==> src/rtl/cpu_pkg.sv <==
// rtl/cpu_pkg.sv - shared opcodes, ALU ops, mux selects and FSM states for the accumulator CPU control unit
package cpu_pkg;

    localparam logic [3:0] OP_NOP   = 4'h0;
    localparam logic [3:0] OP_LOAD  = 4'h1;
    localparam logic [3:0] OP_STORE = 4'h2;
    localparam logic [3:0] OP_ADD   = 4'h3;
    localparam logic [3:0] OP_SUB   = 4'h4;
    localparam logic [3:0] OP_AND   = 4'h5;
    localparam logic [3:0] OP_JMP   = 4'h6;
    localparam logic [3:0] OP_JZ    = 4'h7;
    localparam logic [3:0] OP_JN    = 4'h8;
    localparam logic [3:0] OP_HALT  = 4'hF;

    localparam logic [2:0] ALU_PASS_B = 3'd0;
    localparam logic [2:0] ALU_ADD    = 3'd1;
    localparam logic [2:0] ALU_SUB    = 3'd2;
    localparam logic [2:0] ALU_AND    = 3'd3;

    localparam logic PC_INC = 1'b0;
    localparam logic PC_IR  = 1'b1;
    localparam logic MAR_PC = 1'b0;
    localparam logic MAR_IR = 1'b1;

    typedef enum logic [2:0] {
        FETCH    = 3'd0,
        FETCH_RD = 3'd1,
        DECODE   = 3'd2,
        MEM      = 3'd3,
        EXEC     = 3'd4,
        HALT     = 3'd5
    } state_t;

endpackage

==> src/rtl/mem_watchdog.sv <==
// rtl/mem_watchdog.sv - counts stalled memory strobe cycles and flags when the wait limit is reached
module mem_watchdog #(
    parameter int TIMEOUT = 255,
    parameter int TW      = 8
) (
    input  logic clk,
    input  logic reset,
    input  logic active,
    input  logic ready,
    output logic expired
);

    logic [TW-1:0] count;

    // Any cycle without a stalled strobe zeroes the count, so each new access starts from 0.
    always_ff @(posedge clk) begin
        if (reset)
            count <= '0;
        else if (active && !ready)
            count <= count + 1'b1;
        else
            count <= '0;
    end

    assign expired = active && !ready && (count == TW'(TIMEOUT - 1));

endmodule

==> src/rtl/cpu_ctrl_fsm.sv <==
// rtl/cpu_ctrl_fsm.sv - multicycle fetch/decode/memory/execute sequencer for the 16-bit accumulator datapath
module cpu_ctrl_fsm
    import cpu_pkg::*;
#(
    parameter int OPW     = 4,
    parameter int TIMEOUT = 255,
    parameter int TW      = 8
) (
    input  logic           clk,
    input  logic           reset,
    input  logic [OPW-1:0] opcode,
    input  logic           acc_zero,
    input  logic           acc_neg,
    input  logic           mem_ready,
    output logic           ld_pc,
    output logic           ld_ir,
    output logic           ld_acc,
    output logic           ld_mar,
    output logic           ld_mdr,
    output logic           pc_sel,
    output logic           mar_sel,
    output logic [2:0]     alu_op,
    output logic           mem_rd,
    output logic           mem_wr,
    output logic           halted,
    output logic           bus_error,
    output logic           illegal_op,
    output logic [2:0]     state_dbg
);

    state_t     state, state_n;
    logic       bus_err_q;
    logic       strobe, expired;
    logic [3:0] op;

    assign op     = 4'(opcode);
    assign strobe = (state == FETCH_RD) || (state == MEM);

    mem_watchdog #(.TIMEOUT(TIMEOUT), .TW(TW)) u_watchdog (
        .clk     (clk),
        .reset   (reset),
        .active  (strobe),
        .ready   (mem_ready),
        .expired (expired)
    );

    always_ff @(posedge clk) begin
        if (reset) begin
            state     <= FETCH;
            bus_err_q <= 1'b0;
        end else begin
            state <= state_n;
            if (expired)
                bus_err_q <= 1'b1;
        end
    end

    always_comb begin
        state_n    = state;
        ld_pc      = 1'b0;
        ld_ir      = 1'b0;
        ld_acc     = 1'b0;
        ld_mar     = 1'b0;
        ld_mdr     = 1'b0;
        pc_sel     = PC_INC;
        mar_sel    = MAR_PC;
        alu_op     = ALU_PASS_B;
        mem_rd     = 1'b0;
        mem_wr     = 1'b0;
        halted     = 1'b0;
        illegal_op = 1'b0;
        bus_error  = bus_err_q;
        state_dbg  = state;

        unique case (state)
            FETCH: begin
                mar_sel = MAR_PC;
                ld_mar  = 1'b1;
                state_n = FETCH_RD;
            end
            FETCH_RD: begin
                mem_rd = 1'b1;
                if (mem_ready) begin
                    ld_ir   = 1'b1;
                    ld_pc   = 1'b1;
                    pc_sel  = PC_INC;
                    state_n = DECODE;
                end else if (expired) begin
                    state_n = HALT;
                end
            end
            DECODE: begin
                state_n = FETCH;
                case (op)
                    OP_NOP: ;
                    OP_LOAD, OP_STORE, OP_ADD, OP_SUB, OP_AND: begin
                        mar_sel = MAR_IR;
                        ld_mar  = 1'b1;
                        state_n = MEM;
                    end
                    OP_JMP: begin
                        ld_pc  = 1'b1;
                        pc_sel = PC_IR;
                    end
                    OP_JZ: begin
                        ld_pc  = acc_zero;
                        pc_sel = PC_IR;
                    end
                    OP_JN: begin
                        ld_pc  = acc_neg;
                        pc_sel = PC_IR;
                    end
                    OP_HALT: state_n = HALT;
                    default: illegal_op = 1'b1;
                endcase
            end
            MEM: begin
                if (op == OP_STORE)
                    mem_wr = 1'b1;
                else
                    mem_rd = 1'b1;
                if (mem_ready) begin
                    ld_mdr  = (op != OP_STORE);
                    state_n = (op == OP_STORE) ? FETCH : EXEC;
                end else if (expired) begin
                    state_n = HALT;
                end
            end
            EXEC: begin
                ld_acc  = 1'b1;
                state_n = FETCH;
                case (op)
                    OP_ADD:  alu_op = ALU_ADD;
                    OP_SUB:  alu_op = ALU_SUB;
                    OP_AND:  alu_op = ALU_AND;
                    default: alu_op = ALU_PASS_B;
                endcase
            end
            HALT: halted = 1'b1;
            default: state_n = FETCH;
        endcase

        // Reset silences every output in the same cycle, aborting any strobe in flight.
        if (reset) begin
            ld_pc      = 1'b0;
            ld_ir      = 1'b0;
            ld_acc     = 1'b0;
            ld_mar     = 1'b0;
            ld_mdr     = 1'b0;
            pc_sel     = 1'b0;
            mar_sel    = 1'b0;
            alu_op     = 3'd0;
            mem_rd     = 1'b0;
            mem_wr     = 1'b0;
            halted     = 1'b0;
            illegal_op = 1'b0;
            bus_error  = 1'b0;
            state_dbg  = 3'd0;
        end
    end

endmodule

==> config.mk <==
export PLATFORM = sky130hd
export DESIGN_NAME = cpu_ctrl_fsm
export DESIGN_NICKNAME = d
export VERILOG_FILES = /design/src/rtl/cpu_pkg.sv /design/src/rtl/mem_watchdog.sv /design/src/rtl/cpu_ctrl_fsm.sv
export SDC_FILE = /design/constraint.sdc
export NUM_CORES = 1
export LEC_CHECK = 0
export BUFFER_PORTS_ARGS = -buffer_cell sky130_fd_sc_hd__buf_2
export CAP_MARGIN = 25
export CELL_PAD_IN_SITES_DETAIL_PLACEMENT = 0
export CELL_PAD_IN_SITES_GLOBAL_PLACEMENT = 2
export CORE_MARGIN = 3
export CORE_UTILIZATION = 28
export DETAILED_ROUTE_END_ITERATION = 6
export PLACE_DENSITY = 0.88
export SYNTH_ARGS = -nofsm -noshare
export SYNTH_HDL_FRONTEND = slang
export SYNTH_SLANG_ARGS = --single-unit
==> constraint.sdc <==
create_clock -name clk -period 2.77 [get_ports clk]
set_input_delay 0.4155 -clock clk [delete_from_list [all_inputs] [get_ports clk]]
set_output_delay 0.4155 -clock clk [all_outputs]
set_load 0.005 [all_outputs]
### Word level (Yosys, flattened, before mapping)

Index checks and enable logic that the tools add are counted.

| word-level totals | value |
|---|---|
| bits in registers | 12 |
| latch bits | 0 |
| RAM bits | 0 |
| memory bits (read-only) | 0 |
| input bits | 9 |
| word-level logic and storage cells | 72 |
| memories | 0 |

| cells by class | value |
|---|---|
| $add $sub $neg | 1 |
| multiply operators | 0 |
| divide/modulo/power cells | 0 |
| magnitude comparators | 0 |
| eq/ne operators | 16 |
| shift operators | 0 |
| multiplexer cells | 41 |
| bitwise gates (word level) | 1 |
| reduce and logical (&&, ||, !) cells | 10 |

Operator list:

| cell | number |
|---|---|
| $mux W1 | 27 |
| $mux W3 | 6 |
| $eq A4 B3 Y1 const B | 4 |
| $pmux W3 S5 | 1 |
| $reduce_or A10 Y1 | 1 |
| $add A8 B1 Y8 const B | 1 |
| $eq A4 B2 Y1 const B | 2 |
| $eq A4 B4 Y1 const B | 2 |
| $eq A8 B8 Y1 const B | 1 |
| $eq A3 B2 Y1 const B | 2 |
| $eq A3 B3 Y1 const B | 2 |
| $pmux W1 S2 | 3 |
| $pmux W2 S3 | 1 |
| $pmux W3 S2 | 1 |
| $reduce_or A5 Y1 | 1 |
| $eq A4 B1 Y1 const B | 1 |
| $logic_not A4 Y1 | 1 |
| $ne A4 B2 Y1 const B | 1 |
| $eq A3 B1 Y1 const B | 1 |
| $logic_not A3 Y1 | 1 |
| $pmux W1 S3 | 1 |
| $reduce_or A3 Y1 | 1 |
| $logic_and A1 B1 Y1 | 2 |
| $mux W2 | 1 |
| 4 further kinds | 4 |

### Logic depth before layout (Yosys ltp)

| depth | value |
|---|---|
| depth in word-level cells | 7 |
| mapped depth | 6 |

### Modules after synthesis

Synthesis repeated with hierarchy kept, for this count alone.

| unflattened totals | value |
|---|---|
| cell total of the unflattened synthesis | 105 |
| area total of the unflattened synthesis | 810.8 sq um |

By module, submodules not included:

| module | times used | cells each | area an instance (sq um) |
|---|---|---|---|
| cpu_ctrl_fsm | 1 | 66 | 464.2 |
| mem_watchdog | 1 | 39 | 346.6 |

### Worst setup path before layout

Ideal clock, no wire load.

| timing | value |
|---|---|
| kind | input to output |
| start point | input port opcode[3] |
| end point | output port mem_rd |
| arrival | 1.190 ns |
| setup slack | 1.164 ns |
| cell stages on the path | 4 |
| path buffers | 1 |
| cell sequence | buf_6 -> or4b_4 -> nand3_1 -> a21oi_1 |

| between the ends | value |
|---|---|
| cells in the longest elaborated chain, start to end | 4 |

Ends and longest elaborated chain:

| item | line | source |
|---|---|---|
| start: declaration | cpu_ctrl_fsm.sv:11 | `input logic [OPW-1:0] opcode,` |
| $eq A4 B2 Y1 | cpu_ctrl_fsm.sv:118 | `if (op == OP_STORE)` |
| $mux W1 | cpu_ctrl_fsm.sv:118 |  |
| $pmux W1 S2 | cpu_ctrl_fsm.sv:75 | `unique case (state)` |
| $mux W1 | cpu_ctrl_fsm.sv:144 | `if (reset) begin` |
| end: declaration | cpu_ctrl_fsm.sv:23 | `output logic mem_rd,` |

No other way between the ends.

### Worst setup path in the final report

| timing | value |
|---|---|
| start point | register state[2] |
| end point | output port ld_mar |

| between the ends | value |
|---|---|
| cells in the longest elaborated chain, start to end | 3 |
| elaborated cells between the ends (all ways) | 4 |
| classes of those cells | 1 x eq/ne; 2 x mux; 1 x reduce/logical |

Ends and longest elaborated chain:

| item | line | source |
|---|---|---|
| start: declaration | cpu_ctrl_fsm.sv:31 | `state_t state, state_n;` |
| start signal: assignment | cpu_ctrl_fsm.sv:52 | `state <= state_n;` |
| $eq A3 B2 Y1 / $logic_not A3 Y1 (equally long branches) | cpu_ctrl_fsm.sv:75 |  |
| $pmux W1 S2 (*) | cpu_ctrl_fsm.sv:75 |  |
| $mux W1 (*) | cpu_ctrl_fsm.sv:144 |  |
| end: declaration | cpu_ctrl_fsm.sv:18 | `output logic ld_mar,` |

Mark *: on every way between the ends. The rest lies on a longest branch, timed or not.

==> metrics <==
top cells by area in the synthesized netlist=dfxtp_1, nor2_1, nand2b_1, xor2_1, nand3_1; number of buffers inserted by post-CTS setup repair=0; pins over their slew limit=0; share of final-layout standard cells stronger than drive strength 1=25.40%; final total negative setup slack=0 ns; starting DRC count in detailed routing=24; number of warnings reported in the yosys synthesis log=0; root buffer cell=clkbuf_4; CP peak stage delay=0.51 ns; clock tree from TritonCTS=done; routability-driven placement congestion ratio=0.7712; family of cells with the greatest summed delay on the critical path=flip-flops; detailed-route wire length per cell=11.25 um; Port Buf Inserts=25; Max FO, Critical Path=11; drt total wl=1.755 mm; library cell with the highest instance count after synthesis=nor2_1; Worst Path Buf+Inv=1; post-synthesis simple-gate area fraction=40.74%; vertical die dimension=58.68 um; count of nets left with antenna violations after detail routing=0; count of placed standard cells in the final layout, fillers left out=156; post-synth top area share=30.92%; GRT met1 Usage=14.65%; net count of the mapped netlist=115; critical path startpoint category=flop; endpoint kind of the worst setup timing path=output port; static leakage power=0.3960 nW; area enclosed by the die boundary=3443 um^2; Sequential cell area=240.2 um^2; Hold Violations, Final=0; GR met2 Demand/Resource=16.43%; core area=2567 um^2; number of levels the H-tree was split into=1; classification of the worst setup path=flop to output port; share of synthesized registers carrying an async set or reset=0%; cells traversed along the worst timing path=and2b_1, nand4b_1, o31a_2, nor2_1, buf_2; shortest clock period the worst path allows after layout=1.975 ns; cell type with the largest total area after synthesis=dfxtp_1; Commonest cells post-synth=nor2_1, dfxtp_1, nand2_1; compound-cell area share of the yosys netlist=12.24%; via/cell ratio=4.891; Synth Area per Inst=7.471 um^2; CTS max path bufs=2; placed wire-length estimate=1.376 mm; area of combinational cells with multiple inputs=484.2 um^2; largest net degree at the start of global routing=14; arrival time at the worst endpoint=1.56 ns; vias in the first global route=679; overflow left after global routing=0; number of flops mapped to enable cells by yosys=0; RSZ-0062 raised after global routing=no; final net count=139; clock slew seen by the registers of the worst setup and hold paths=0.07 ns; portion of the post-synthesis area used by sequential elements=30.92%; run status=finished, final reports clean; post-synthesis cell type count=35; Post-Synth Adder-Cell Area=3.221%; synthesis-to-layout area growth=19.00%; synthesized cell area=777.0 um^2; final setup skew=0.0006231 ns; count of pins on the block boundary=27; xor and xnor fraction of the mapped netlist area=5.636%; Max Fclk=506.4 MHz; GRT busiest layer=met2; initial antenna violation count=0; routed via count=763; Max rail drop VDD=0.1954 mV; routing usage on met3=0.6579%; Crit-path slowest cell=dfxtp_1; CTS hold repair buffers=0; Syn Inst Count=104; Total GRT Usage=10.47%; DRC violations left=0; clock network latency to the later pin of the worst-skew pair=0.26 ns; CTS Buf Count=3; TritonCTS Sinks=12; maxcap violations=0; row cnt=18; Synth Flop Type=dfxtp_1; wire length of the first global-routing pass=2.863 mm; # fillers=303; final count of negative-setup-slack endpoints=0; initial core utilization=30.26%; flops & latches, synth=12; cell area power density=380.4 nW/um^2; dominant combinational cell family by area after synthesis=simple AND/OR/NAND/NOR gates; total of cells resized after clock tree synthesis=0; period utilization=71.29%; path type of the worst min-delay path=flop to flop; count of inserted antenna diode cells=0; mux contribution to synthesized area=0%; number of optimization iterations in the first detailed-route pass=4; Inst Count DP=153; required time worst endpoint=2.35 ns; width of the chip=58.68 um
[per-stage QoR]
stage               utilization, %  worst slack (ns)  instance area, um^2   power, W  hold WS (ns)
floorplan                        -             1.164                777.0  0.0002348        0.4297
global placement             35.14            0.8893                902.1  0.0002548        0.4388
detailed placement           35.14            0.8743                902.1  0.0002555        0.4501
CTS                          36.01            0.7925                924.6  0.0003573        0.4606
global route                 36.01            0.7039                924.6  0.0003754        0.4851
finish                       36.01            0.7953                924.6  0.0003517        0.4572
[cells in the final DEF (no fill, tap or decap), types with 2 or more instances in the layout]
cell type,netlist,routed
nor2_1,20,20
inv_1,4,4
dfxtp_1,12,12
xor2_1,4,4
nand2_1,7,7
nand4_1,2,2
nand4b_1,2,2
a21oi_1,5,5
nor2b_1,2,2
o21ai_0,2,2
nand3_1,6,6
clkbuf_4,0,3
or3_1,4,4
nor3_1,4,4
nand2b_1,6,6
ha_1,2,2
buf_2,3,25
[sequential cells by signal, indices dropped and copies added (netlist names)]
register and count:
bus_err_q 1, state 3, u_watchdog.count 8
[kinds of logic (layout without fill, tap and decap cells)]
logic type	count (synthesis)	count (layout)
compound gates	14	14
buf+inv	10	32
xor+xnor	5	5
flops	12	12
fa+ha+maj	2	2
other cells	1	1
simple gates	60	60
[layer usage]
metal / up-vias / part of all wire (%) / wire length (um)
met2: 13 / 45 / 794
met3: 0 / 3.3 / 58
met4: 0 / 0 / 0
met1: 349 / 51 / 902
li1: 401 / - / -
met5: - / 0 / 0
[tightest hold or removal path, stage by stage (launching register included)]
cell	delay, ns
dfxtp_1	0.30
inv_1	0.06
a21oi_1	0.05
[power by group]
part / total (W) / internal, W / switching, W
Clock: 0.000100 / 0.0000501 / 0.0000500
Combinational: 0.0000642 / 0.0000290 / 0.0000351
Sequential: 0.000187 / 0.000177 / 0.0000104
[worst paths after layout]
check	start	end	slack, ns	cells past startpoint
worst min register to register	bus_err_q	bus_err_q	0.46	2
worst min-delay path	bus_err_q	bus_err_q	0.46	2
worst max register to register	state[0]	state[1]	1.37	4
worst max-delay path	state[2]	ld_mar	0.80	5
[layout make-up]
| type | count | share of cell area, % |
|---|---|---|
| repair buffers | 25 | 13.53 |
| clock buffers | 3 | 2.436 |
| flip-flops and latches | 12 | 25.98 |
| inverters | 4 | 1.624 |
| well taps | 30 | 4.060 |
| multi-input cells | 82 | 52.37 |
Note: power is estimated with default switching activity, not from simulation.
